## config.mk

```make
export PLATFORM = sky130hd
export DESIGN_NAME = usb_data_fifo
export DESIGN_NICKNAME = d
export VERILOG_FILES = /design/src/rtl/usb_data_fifo.sv
export SDC_FILE = /design/constraint.sdc
export NUM_CORES = 1
export LEC_CHECK = 0
export ABC_AREA = 1
export BUFFER_PORTS_ARGS = -buffer_cell sky130_fd_sc_hd__buf_2
export CELL_PAD_IN_SITES_DETAIL_PLACEMENT = 1
export CELL_PAD_IN_SITES_GLOBAL_PLACEMENT = 1
export CORE_ASPECT_RATIO = 0.7
export CORE_UTILIZATION = 45
export DETAILED_ROUTE_END_ITERATION = 6
export PLACE_DENSITY = 0.76
export SYNTH_ARGS = -nofsm -noshare
export SYNTH_HDL_FRONTEND = slang
export SYNTH_SLANG_ARGS = --single-unit
```

## constraint.sdc

```tcl
create_clock -name clk -period 3.6 [get_ports clk]
set_input_delay 0.18 -clock clk [delete_from_list [all_inputs] [get_ports clk]]
set_output_delay 0.18 -clock clk [all_outputs]
set_load 0.02 [all_outputs]
```

## src/rtl/usb_data_fifo.sv

```systemverilog
// usb_data_fifo: shared circular-buffer FIFO between the USB protocol
// controllers and the host-side interface. TX and RX paths share one
// storage array; pointers move instead of data, and a registered count
// tracks occupancy. Flush empties the buffer; clear also wipes the error
// flags and the output registers.
module usb_data_fifo #(
    parameter int unsigned DATA_W    = 8,
    parameter int unsigned DEPTH     = 64,
    parameter int unsigned AFULL_LVL = DEPTH - 8
) (
    input  logic                     clk,
    input  logic                     rst,
    input  logic                     store_tx,
    input  logic [DATA_W-1:0]        tx_data,
    input  logic                     store_rx,
    input  logic [DATA_W-1:0]        rx_packet_data,
    input  logic                     get_tx,
    input  logic                     get_rx,
    input  logic                     flush,
    input  logic                     clear,
    output logic [$clog2(DEPTH):0]   occupancy,
    output logic                     empty,
    output logic                     full,
    output logic                     almost_full,
    output logic [DATA_W-1:0]        tx_packet_data,
    output logic [DATA_W-1:0]        rx_data,
    output logic                     overflow,
    output logic                     underflow
);

    localparam int unsigned PTR_W = $clog2(DEPTH);
    localparam int unsigned OCC_W = PTR_W + 1;

    logic [DATA_W-1:0] mem [DEPTH];
    logic [PTR_W-1:0]  wr_ptr;
    logic [PTR_W-1:0]  rd_ptr;
    logic [OCC_W-1:0]  count;

    logic              flush_any;
    logic              push_req;
    logic              pop_req;
    logic              push_ok;
    logic              pop_ok;
    logic [DATA_W-1:0] wr_data;
    logic [DATA_W-1:0] rd_data;

    // Request arbitration and acceptance; flush/clear suppress all traffic.
    // A push into a full buffer is allowed only when a pop frees a slot
    // in the same cycle; an empty buffer never forwards push data to a pop.
    always_comb begin
        flush_any = flush | clear;
        push_req  = store_tx | store_rx;
        pop_req   = get_tx | get_rx;
        pop_ok    = pop_req && (count != '0) && !flush_any;
        push_ok   = push_req && ((count != OCC_W'(DEPTH)) || pop_ok) && !flush_any;
        wr_data   = store_tx ? tx_data : rx_packet_data;
        rd_data   = mem[rd_ptr];
    end

    // Storage array write port; contents are don't-care after flush/reset.
    always_ff @(posedge clk) begin
        if (push_ok) begin
            mem[wr_ptr] <= wr_data;
        end
    end

    // Pointers, count, output registers and sticky error flags.
    always_ff @(posedge clk or posedge rst) begin
        if (rst) begin
            wr_ptr         <= '0;
            rd_ptr         <= '0;
            count          <= '0;
            tx_packet_data <= '0;
            rx_data        <= '0;
            overflow       <= 1'b0;
            underflow      <= 1'b0;
        end else if (clear) begin
            wr_ptr         <= '0;
            rd_ptr         <= '0;
            count          <= '0;
            tx_packet_data <= '0;
            rx_data        <= '0;
            overflow       <= 1'b0;
            underflow      <= 1'b0;
        end else if (flush) begin
            wr_ptr <= '0;
            rd_ptr <= '0;
            count  <= '0;
        end else begin
            if (push_ok) begin
                wr_ptr <= wr_ptr + PTR_W'(1);
            end
            if (pop_ok) begin
                rd_ptr <= rd_ptr + PTR_W'(1);
                if (get_tx) begin
                    tx_packet_data <= rd_data;
                end else begin
                    rx_data <= rd_data;
                end
            end
            if (push_ok && !pop_ok) begin
                count <= count + OCC_W'(1);
            end else if (pop_ok && !push_ok) begin
                count <= count - OCC_W'(1);
            end
            if (push_req && !push_ok) begin
                overflow <= 1'b1;
            end
            if (pop_req && !pop_ok) begin
                underflow <= 1'b1;
            end
        end
    end

    // Status flags decoded straight from the registered count.
    assign occupancy   = count;
    assign empty       = (count == '0);
    assign full        = (count == OCC_W'(DEPTH));
    assign almost_full = (count >= OCC_W'(AFULL_LVL));

endmodule

```

; ---- Word level (Yosys, flattened, before mapping)
; Memories as Yosys holds them, arrays and structs flattened.
; Index checks and enable logic that the tools add are counted.
[word_totals]
regBits = 37
latch_bits = 0
mem_bits_rw = 512
mem_bits_ro = 0
inputBits = 24
out_inout_bits = 28
wordCells = 72
memories = 1
[memory_table]
columns = memory, words, width, rd, rd_clocked_by_memory_dff, wr, line
row1 = mem, 64, 8, 1, 0, 1, 34  ; logic [DATA_W-1:0] mem [DEPTH];
[op_classes]
addsub = 4
n_mul = 0
div = 0
magnitude_cmp = 1
n_eq_ne = 4
n_shift = 0
n_mux = 27
bitwise = 3
n_reduce_logical = 25
[ops]
columns = cell, count
row1 = $mux 8, 9
row2 = $mux 6, 6
row3 = $mux 7, 4
row4 = $add 6x1->6 const B, 2
row5 = $logic_and 1x1->1, 8
row6 = $mux 1, 8
row7 = $reduce_bool 2->1, 4
row8 = $add 7x1->7 const B, 1
row9 = $eq 7x7->1 const B, 1
row10 = $ge 7x6->1 const B, 1
row11 = $logic_not 7->1, 1
row12 = $ne 7x7->1 const B, 1
row13 = $reduce_bool 7->1, 1
row14 = $sub 7x1->7 const B, 1
row15 = $reduce_and 3->1, 2
row16 = $reduce_bool 3->1, 2
row17 = $ne 2x1->1 const B, 2
row18 = $reduce_and 2->1, 2
row19 = $reduce_bool 4->1, 1
row20 = $logic_not 1->1, 3
row21 = $or 1x1->1, 3
row22 = $logic_or 1x1->1, 1

; ---- Depth between registers and ports, before layout
[logic_depth]
ltp_word = 12
mapped_depth = 20
ltp_nobuf = 19

; ---- Worst setup path before layout
; Ideal clock, no wire load.
[synth_timing]
path_kind = flip-flop to flip-flop
from = reg count[1] (netlist: occupancy[1])
to = reg count[5] (netlist: occupancy[5])
arrival_ns = 3.109
t_required_ns = 3.471
setup_slack_ns = 0.362
path_stages_with_launch = 19
path_cell_list = dfrtp_1 inv_1 nand4_1 nor3_1 nand2_2 nand2_2 inv_2 buf_6 ha_1 inv_1 ha_1 a21oi_1 nand2_1 nand2_1 inv_1 o21ai_0 nand2_1 o21ai_0 o21ai_0
[synth_via]
elab_chain_len = 10
[synth_lines]
columns = element, line
row1 = from (decl), 37  ; logic [OCC_W-1:0] count;
row2 = from (signal assigned), 102  ; count <= count + OCC_W'(1);
row3 = from (signal assigned), 104  ; count <= count - OCC_W'(1);
row4 = "parallel branches: the longest is 10 deep, another holds $sub 7x1->7", --
; Parallel ways; which one is timed is not known. The select of a mux whose other input is x is not followed.
; A chain may end at the register's enable or synchronous reset.

; ---- Worst setup path after layout
[layout_timing]
from = reg rd_ptr[1]
to = reg rd_ptr[5]
[layout_via]
elab_chain_len = 4
[layout_lines]
columns = element, line
row1 = from (decl), 36  ; logic [PTR_W-1:0] rd_ptr;
row2 = from (signal assigned), 94  ; rd_ptr <= rd_ptr + PTR_W'(1);
row3 = $add 6x1->6, 94
row4 = $mux 6, 93  ; if (pop_ok) begin
row5 = $mux 6, 85  ; end else if (flush) begin
row6 = $mux 6, 77  ; end else if (clear) begin
; No other way between the ends. The select of a mux whose other input is x is not followed.

==> summary.txt <==
Die Ht -> 190.6 um
Synth cell types -> 35
P_leak -> 9.492 nW
final setup vio count -> 0
Hold Vio Cnt, Final -> 0
DIE AREA -> 51720 sq um
setup bufs post-CTS -> 0
max_slew headroom -> 20.53%
Clk Latency, worst-skew pair -> 0.60 ns
critical path arrival -> 3.62 ns
asr flop ratio synth -> 6.740%
count of boundary I/O pins -> 52
Antenna diodes -> 0
antenna violation net count after detailed routing -> 0
Main synth FF type -> edfxtp_1
drt pass-1 iters -> 5
initial antenna violation count -> 0
vias per std cell -> 5.759
Final Skew -> 0.02245 ns
Clock Path Buffers -> 3
wire per inst -> 24.89 um
Max IR drop VDD -> 0.0003704 V
Clk pin slew, worst setup/hold paths -> 0.07 ns
grt ovf -> 0
Pins Over Slew Limit -> 0
outcome -> completed
power consumption -> 13.67 mW
net count after synthesis -> 2059
Final Util -> 51.51%
Req. time, crit path -> 4.12 ns
minimum clock period -> 3.102 ns
Post-Syn Area -> 22860 sq um
Ys Warns -> 0
fillers -> 5215
total vias in the final route -> 16.07k
kind of critical path -> reg -> reg
CTS tree -> yes
PortBufs -> 51
violation count after the first detailed-routing iteration -> 1732
Cells after Synth -> 2025
Peak Freq -> 0.3224 GHz
Inserted Clock Buffers -> 54
largest net degree at the start of global routing -> 134
MaxCap Viol Count -> 0
PD cells -> 534.2 nW/um^2
Placer Congestion -> 0.8683
DP HPWL -> 42.43 mm
Tot GR Track Use -> 26.95%
global-route wire length before repair -> 103.8 mm
EDFF count, synth -> 512
Num Clock Sinks -> 549
Syn-to-layout area delta -> 11.95%
DRC viols -> 0
Critical Path Fanout Max -> 29
DIE WIDTH -> 271.4 um
synthesized area per cell -> 11.29 sq um
Worst setup EP type -> flop
setup TNS -> 0 ns
layout net count -> 2116
root buf cell -> clkbuf_16
H-tree depth -> 2
post-cts resize count -> 0
RSZ-0062 raised after global routing -> no
FP Rows -> 68
Final Cycle Share -> 86.16%
Synth Register Bits -> 549
crit path launch type -> flop
total wire length -> 69.46 mm
share of cells above drive strength 1 -> 10.11%
Initial Utilization -> 46.01%
vias in the first global route -> 16.38k
Min-Delay Path Class -> in -> reg
sequential fraction of the synthesis area -> 71.30%
pin slew with the least headroom to its limit -> 1.192 ns
core area -> 49690 sq um
-- report_power, final --
group / internal [mW] / switching, mW
Sequential: 7.06 / 0.0336
Clock: 3.03 / 2.47
Combinational: 0.252 / 0.827
-- final timing paths --
kind	endpoint	slack, ns	start	cells after the start
min in group asynchronous	occupancy[5]$_DFFE_PP0P_	0.32	rst	3
worst max register to register	rd_ptr[5]$_DFFE_PP0P_	0.50	rd_ptr[1]$_DFFE_PP0P_	10
worst min register to register	rx_data[0]$_DFFE_PP0P_	0.48	rx_data[0]$_DFFE_PP0P_	2
worst min-delay path	mem[6][7]$_DFFE_PP_	0.01	rx_packet_data[7]	2
worst max-delay path	rd_ptr[5]$_DFFE_PP0P_	0.50	rd_ptr[1]$_DFFE_PP0P_	10
max in group asynchronous	rx_data[6]$_DFFE_PP0P_	2.49	rst	4
-- critical path: stages (launching register included) --
cell and delay (ns):
dfrtp_2 0.86, nand2_2 0.10, buf_4 0.23, inv_2 0.07, buf_4 0.37, nand4_1 0.19, xor2_1 0.20, nor3_1 0.23
dlygate4sd3_1 0.62, nand2_1 0.06, o21ai_1 0.07
-- cells in the mapped netlist (5+ instances only) --
library cell | number | area (sq um)
a21oi_1 | 71 | 355.3
ha_1 | 9 | 112.6
nand3_1 | 306 | 1531
edfxtp_1 | 512 | 15370
o21ai_0 | 16 | 80.08
inv_2 | 10 | 37.54
nor3_1 | 17 | 85.08
buf_2 | 67 | 335.3
nor2_1 | 70 | 262.8
mux2_2 | 8 | 90.09
inv_1 | 31 | 116.4
nand2_2 | 10 | 62.56
buf_1 | 5 | 18.77
o22ai_1 | 7 | 43.79
clkbuf_1 | 18 | 67.56
nand2_1 | 769 | 2887
dfrtp_1 | 37 | 925.9
nand4_1 | 19 | 118.9
buf_4 | 16 | 120.1
-- final cells by class --
| type | count | area (sq um) | area share (%) |
|---|---|---|---|
| Inverter | 43 | 166.4 | 0.6502 |
| Multi-Input combinational cell | 1325 | 5836 | 22.80 |
| Clock buffer | 69 | 1479 | 5.778 |
| Sequential cell | 549 | 16310 | 63.71 |
| Tap cell | 665 | 832.0 | 3.251 |
| Timing Repair Buffer | 109 | 778.2 | 3.041 |
| Clock inverter | 31 | 197.7 | 0.7724 |
-- cells in the final DEF (no fill, tap or decap), types with 2 or more instances in the layout --
| cell | n |
|---|---|
| a21oi_1 | 71 |
| buf_12 | 6 |
| buf_2 | 51 |
| buf_4 | 47 |
| bufinv_16 | 2 |
| clkbuf_1 | 9 |
| clkbuf_16 | 55 |
| clkbuf_8 | 5 |
| clkinv_1 | 20 |
| clkinv_2 | 9 |
| dfrtp_1 | 35 |
| dlygate4sd3_1 | 5 |
| edfxtp_1 | 512 |
| ha_1 | 9 |
| inv_1 | 31 |
| inv_2 | 9 |
| inv_6 | 2 |
| mux2_2 | 8 |
| nand2_1 | 769 |
| nand2_2 | 10 |
| nand3_1 | 306 |
| nand4_1 | 19 |
| nor2_1 | 70 |
| nor2_2 | 2 |
| nor3_1 | 17 |
| o211ai_1 | 2 |
| o21ai_0 | 16 |
| o21ai_1 | 3 |
| o21ai_2 | 2 |
| o22ai_1 | 7 |
| xnor2_1 | 2 |
| xor2_1 | 4 |
-- stage by stage --
stage | setup slack (ns) | hold WS, ns | instances | cell area [sq um]
after floorplan | 0.3619 | 0.3413 | 2025 | 22860
after global placement | 0.6934 | 0.3967 | 2686 | 23870
after detailed placement | 0.5720 | 0.4104 | 2686 | 23870
after CTS | 0.5562 | 0.004907 | 2791 | 25590
after global routing | 0.2051 | 0.03075 | 2791 | 25590
final | 0.4984 | 0.01422 | 2791 | 25590
-- per-layer routing --
layer  global-route usage [%]  routed length (um)
met5                        0                   0
met4                    6.331                1516
met3                    7.039                6920
met2                    40.31               30530
met1                    39.32               30500
-- state kept, by name, summed over array words and instances, names as in the netlist --
signal and flops:
mem 512, occupancy 7, overflow 1, rd_ptr 6
rx_data 8, tx_packet_data 8, underflow 1, wr_ptr 6
-- kinds of logic (layout without fill, tap and decap cells) --
| family | after synthesis | in the layout | synth area share (%) |
|---|---|---|---|
| buffers and inverters | 151 | 252 | 3.174 |
| adders and majority gates | 10 | 10 | 0.5801 |
| muxes | 8 | 8 | 0.3941 |
| and+or+nand+nor | 1198 | 1198 | 21.95 |
| DFF | 549 | 549 | 71.30 |
| AOI/OAI and AO/OA | 103 | 103 | 2.370 |
| xor gates and xnor gates | 6 | 6 | 0.2299 |
-- repair_timing --
| action | CTS | global route |
|---|---|---|
| hold buffers | 5 | 0 |
| endpoints found under the hold margin | 23 | 0 |
| endpoints found under the setup margin | 0 | 0 |
Note: power is estimated with default switching activity, not from simulation.
